<file path="config.mk">
export PLATFORM = sky130hd
export DESIGN_NAME = regfile_wb_ctrl
export DESIGN_NICKNAME = d
export VERILOG_FILES = /design/src/rtl/regfile_wb_ctrl.sv
export SDC_FILE = /design/constraint.sdc
export NUM_CORES = 1
export LEC_CHECK = 0
export ABC_AREA = 0
export BUFFER_PORTS_ARGS = -buffer_cell sky130_fd_sc_hd__buf_2
export CORE_ASPECT_RATIO = 1.1
export CORE_MARGIN = 2
export CORE_UTILIZATION = 35
export CTS_BUF_LIST = sky130_fd_sc_hd__clkbuf_8
export DETAILED_ROUTE_END_ITERATION = 8
export PLACE_DENSITY_LB_ADDON = 0.05
export SETUP_SLACK_MARGIN = 0.2
export SYNTH_ARGS = -nofsm -noshare
export SYNTH_HDL_FRONTEND = slang
export SYNTH_SLANG_ARGS = --single-unit
export TNS_END_PERCENT = 30
</file>
<file path="constraint.sdc">
create_clock -name clk -period 2.7 [get_ports clk]
set_input_delay 0.54 -clock clk [delete_from_list [all_inputs] [get_ports clk]]
set_output_delay 0.54 -clock clk [all_outputs]
set_load 0.02 [all_outputs]
</file>
<file path="src/rtl/regfile_wb_ctrl.sv">
// regfile_wb_ctrl: write-side controller for the 32x32 register file.
// Arbitrates the ALU result (highest priority, never stalled) against buffered
// LSU results. It drives the register-file write port from flops and keeps a
// per-register pending-write scoreboard for the issue stage.
// Ports:
//   clk, reset            clock; synchronous active-low reset
//   issue_valid/issue_rd  destination issued this cycle (sets busy)
//   alu_valid/rd/data     single-cycle ALU writeback request
//   lsu_valid/rd/data     LSU result offer; lsu_ready = FIFO not full
//   wb_addr/data/enable   registered register-file write port
//   busy_mask             registered pending-write scoreboard (bit 0 always 0)
//   lsu_count             LSU FIFO occupancy
module regfile_wb_ctrl #(
  parameter int unsigned LSU_DEPTH = 4,
  parameter int unsigned CNT_W     = 3
) (
  input  logic             clk,
  input  logic             reset,
  input  logic             issue_valid,
  input  logic [4:0]       issue_rd,
  input  logic             alu_valid,
  input  logic [4:0]       alu_rd,
  input  logic [31:0]      alu_data,
  input  logic             lsu_valid,
  output logic             lsu_ready,
  input  logic [4:0]       lsu_rd,
  input  logic [31:0]      lsu_data,
  output logic [4:0]       wb_addr,
  output logic [31:0]      wb_data,
  output logic             wb_enable,
  output logic [31:0]      busy_mask,
  output logic [CNT_W-1:0] lsu_count
);

  localparam int unsigned PTR_W  = (LSU_DEPTH > 1) ? $clog2(LSU_DEPTH) : 1;
  localparam int unsigned RD_W   = 5;
  localparam int unsigned DATA_W = 32;

  typedef struct packed {
    logic [RD_W-1:0]   rd;
    logic [DATA_W-1:0] data;
  } wb_entry_t;

  wb_entry_t         fifo_q [LSU_DEPTH];
  wb_entry_t         fifo_d [LSU_DEPTH];
  logic [PTR_W-1:0]  wr_ptr_q, wr_ptr_d;
  logic [PTR_W-1:0]  rd_ptr_q, rd_ptr_d;
  logic [CNT_W-1:0]  count_q, count_d;
  logic              wb_enable_q, wb_enable_d;
  logic [RD_W-1:0]   wb_addr_q, wb_addr_d;
  logic [DATA_W-1:0] wb_data_q, wb_data_d;
  logic [31:0]       busy_q, busy_d;

  logic              push;
  logic              pop;
  logic              sel_valid;
  wb_entry_t         sel;

  // Ready depends only on the registered occupancy, never on lsu_valid.
  assign lsu_ready = (count_q != CNT_W'(LSU_DEPTH));

  // Arbitration, FIFO bookkeeping, writeback and scoreboard next state.
  always_comb begin
    push      = lsu_valid && lsu_ready;
    pop       = !alu_valid && (count_q != '0);
    sel_valid = alu_valid || pop;
    sel       = alu_valid ? wb_entry_t'{rd: alu_rd, data: alu_data} : fifo_q[rd_ptr_q];

    fifo_d   = fifo_q;
    wr_ptr_d = wr_ptr_q;
    rd_ptr_d = rd_ptr_q;
    if (push) begin
      fifo_d[wr_ptr_q] = wb_entry_t'{rd: lsu_rd, data: lsu_data};
      wr_ptr_d         = wr_ptr_q + PTR_W'(1);
    end
    if (pop) begin
      rd_ptr_d = rd_ptr_q + PTR_W'(1);
    end
    count_d = count_q + CNT_W'(push) - CNT_W'(pop);

    // Idle cycles hold addr/data so the port only toggles on real traffic.
    wb_enable_d = sel_valid && (sel.rd != '0);
    wb_addr_d   = sel_valid ? sel.rd   : wb_addr_q;
    wb_data_d   = sel_valid ? sel.data : wb_data_q;

    // Clear on the commit currently on the port; a same-edge issue wins.
    busy_d = busy_q;
    if (wb_enable_q) begin
      busy_d[wb_addr_q] = 1'b0;
    end
    if (issue_valid) begin
      busy_d[issue_rd] = 1'b1;
    end
    busy_d[0] = 1'b0;
  end

  // State registers with synchronous active-low reset.
  always_ff @(posedge clk) begin
    if (!reset) begin
      for (int i = 0; i < int'(LSU_DEPTH); i++) begin
        fifo_q[i] <= '0;
      end
      wr_ptr_q    <= '0;
      rd_ptr_q    <= '0;
      count_q     <= '0;
      wb_enable_q <= 1'b0;
      wb_addr_q   <= '0;
      wb_data_q   <= '0;
      busy_q      <= '0;
    end else begin
      fifo_q      <= fifo_d;
      wr_ptr_q    <= wr_ptr_d;
      rd_ptr_q    <= rd_ptr_d;
      count_q     <= count_d;
      wb_enable_q <= wb_enable_d;
      wb_addr_q   <= wb_addr_d;
      wb_data_q   <= wb_data_d;
      busy_q      <= busy_d;
    end
  end

  assign wb_enable = wb_enable_q;
  assign wb_addr   = wb_addr_q;
  assign wb_data   = wb_data_q;
  assign busy_mask = busy_q;
  assign lsu_count = count_q;

endmodule

</file>
==> results.sh <==
export IMPL_holdPathStages=3
export IMPL_synth_nets=1161
export IMPL_finalSetupTns_ns=0
export IMPL_netlist_instances=1070
export IMPL_place_port_buffers=156
export IMPL_relSlewSlack=0.307
export IMPL_postPlaceCellArea_mm2=0.0109
export IMPL_period_share=0.848
export IMPL_start_util=0.357
export IMPL_synth_edf_count=0
export IMPL_grt_remaining_overflow=0
export IMPL_setup_violations=0
export IMPL_grt_use_total=0.187
export IMPL_crit_fanout=6
export IMPL_synth_area_per_cell_um2=9.31
export IMPL_drc=0
export IMPL_hold_path_class="in2reg"
export IMPL_fp_dieW_um=165
export IMPL_syn_to_final_growth_pct=17.9
export IMPL_netlist_area_leader_share=0.450
export IMPL_synth_common_cells="336 x nand2_1, 224 x dfxtp_1, 82 x a21boi_0"
export IMPL_dp_hpwl_um=16600
export IMPL_ys_flop_type="dfxtp_1"
export IMPL_cts_tree="done"
export IMPL_dr_pass1_iters=5
export IMPL_nets=1299
export IMPL_vias=7868
export IMPL_clock_skew_final_ns=0.0155
export IMPL_stdcell_area_mm2=0.0118
export IMPL_drive_above_1_share=0.246
export IMPL_ir_drop_v=0.000450
export IMPL_r2r_slack_ns=0.41
export IMPL_required_ns=3.12
export IMPL_chipHeight_um=181
export IMPL_hp_start="lsu_data[29]"
export IMPL_holdBufCountCts=0
export IMPL_cts_buffer_depth=3
export IMPL_power_density_mw_per_mm2=822
export IMPL_layout_min_cycle_time_ns=2.29
export IMPL_setup_ws_ns=0.411
export IMPL_synth_top_area_cell="dfxtp_1"
export IMPL_startpoint_type="flop"
export IMPL_rows=64
export IMPL_drt_iter0_drc=482
export IMPL_clk_insertion_delay_late_ns=0.53
export IMPL_rr_worst_depth=10
export IMPL_cap_viol_max_count=0
export IMPL_tightest_slew_ns=1.04
export IMPL_via_per_inst=4.91
export IMPL_r2r_start="lsu_count[1]"
export IMPL_grt_max_degree=71
export IMPL_outcome="completed"
export IMPL_grt_pass1_wl_um=43700
export IMPL_ys_warn_count=0
export IMPL_synth_area_leaders="dfxtp_1 45%, nand2_1 13%, mux4_2 7.9%"
export IMPL_netlist_area_mm2=0.00996
export IMPL_cts_setup_buffers=0
export IMPL_ys_ff_latch=224
export IMPL_cts_buffers=41
export IMPL_path_class="reg2reg"
export IMPL_cts_root_buf="clkbuf_8"
export IMPL_clk_pin_slew_worst_paths_ns=0.06
export IMPL_ys_types=44
export IMPL_finalHoldViolCount=0
export IMPL_worstPathArrival_ns=2.71
export IMPL_io_pins=158
export IMPL_end_kind="flop"
export IMPL_yosysMostFrequentCell="nand2_1"
export IMPL_min_to="fifo_q[103]"
export IMPL_max_freq_mhz=437
export IMPL_place_ws_ns=0.409
export IMPL_h_tree_depth=2
export IMPL_core_mm2=0.0279
export IMPL_antenna_found_initial=2
export IMPL_cts_resized=0
export IMPL_reg2reg_to="lsu_count[2]"
export IMPL_cellLeakagePower_uw=0.00452
export IMPL_finalWirelength_um=27900
export IMPL_wl_per_cell_um=17.4
export IMPL_gp_congestion=0.726
export IMPL_rsz0062_at_grt="false"
export IMPL_finalMaxSlewViolations=0
export IMPL_ys_async_sr_fraction=0
export IMPL_clock_sinks=224
export IMPL_ys_seq_area_frac=0.450
export IMPL_final_antenna_net_count=0
export IMPL_grt_pass1_vias=7746
export IMPL_die_area_mm2=0.0298
metal layers:
layer | up-vias | global-route usage | part of all wire
li1 | 3932 | - | -
met1 | 3709 | 0.255 | 0.47
met2 | 180 | 0.301 | 0.46
met3 | 47 | 0.0358 | 0.045
met4 | 0 | 0.0515 | 0.020
met5 | - | 0 | 0
worst max path at each step:
stage | start | end | slack [ns] | cells after the start
2_1_floorplan | lsu_count[1] | lsu_count[2] | 0.24 | 11
3_3_place_gp | lsu_count[1] | lsu_count[2] | 0.41 | 10
3_5_place_dp | lsu_count[1] | lsu_count[2] | 0.41 | 10
4_1_cts | lsu_count[1] | lsu_count[2] | 0.40 | 10
5_1_grt | lsu_count[1] | lsu_count[2] | 0.22 | 10
6_report | lsu_count[1] | lsu_count[2] | 0.41 | 10
cells in the final DEF, fill, tap and decap left out, types with 3 or more instances in the layout:
cell type / count
buf_12: 6
mux4_2: 35
a21boi_2: 20
a21boi_0: 82
ha_1: 6
dfxtp_2: 3
or3b_2: 3
and3_4: 3
nand3_1: 3
nor3b_1: 7
a21oi_1: 36
nor2_1: 8
clkbuf_8: 55
dfxtp_1: 221
buf_2: 155
buf_4: 14
nand3b_1: 5
nand2_1: 336
and2_1: 5
a21boi_1: 78
inv_1: 17
xnor2_1: 3
mux2i_1: 39
o21ai_0: 66
sequential cells by signal, summed over array words and instances, names as in the netlist:
signal     cells
busy_mask     31
rd_ptr_q       2
wb_enable      1
fifo_q       148
wb_data       32
wb_addr        5
wr_ptr_q       2
lsu_count      3
through the flow:
step	cells	power [uW]	utilization	hold WS (ns)
6_report	1602	9660	0.420	0.276
5_1_grt	1600	10200	0.420	0.258
4_1_cts	1600	9830	0.420	0.245
3_5_place_dp	1528	6460	0.390	0.443
3_3_place_gp	1528	6460	0.390	0.439
2_1_floorplan	1070	5700	-	0.432
final cells by class:
| cell class | instances | area (um^2) |
|---|---|---|
| Fill cell | 2820 | 16200 |
| Multi-Input combinational cell | 762 | 4930 |
| Sequential cell | 224 | 4490 |
| Timing Repair Buffer | 175 | 1000 |
| Clock buffer | 55 | 757 |
| Tap cell | 363 | 454 |
| Clock inverter | 17 | 96.3 |
| Inverter | 4 | 15.0 |
| Antenna cell | 2 | 5.00 |
cell families after synthesis:
| logic type | count (synthesis) | synth area share |
|---|---|---|
| other cells | 1 | 0.000376 |
| compound gates | 286 | 0.198 |
| flops | 224 | 0.450 |
| buf+inv | 84 | 0.0550 |
| simple gates | 389 | 0.165 |
| mux | 74 | 0.118 |
| xor+xnor | 5 | 0.00440 |
| fa+ha+maj | 7 | 0.00954 |
power breakdown:
group          internal, uW  switching [uW]
Combinational           943            1460
Sequential             3690             252
Clock                  1900            1420
critical path: stages, from the launching register on:
cell and delay (ns):
dfxtp_1 0.37, or3b_1 0.42, nand2_1 0.14, ha_1 0.24, inv_1 0.05, ha_1 0.13, inv_1 0.05, fa_1 0.37
xnor2_1 0.14, xnor2_1 0.12, and2_1 0.15
No activity file was read; power rests on OpenSTA's default activity.
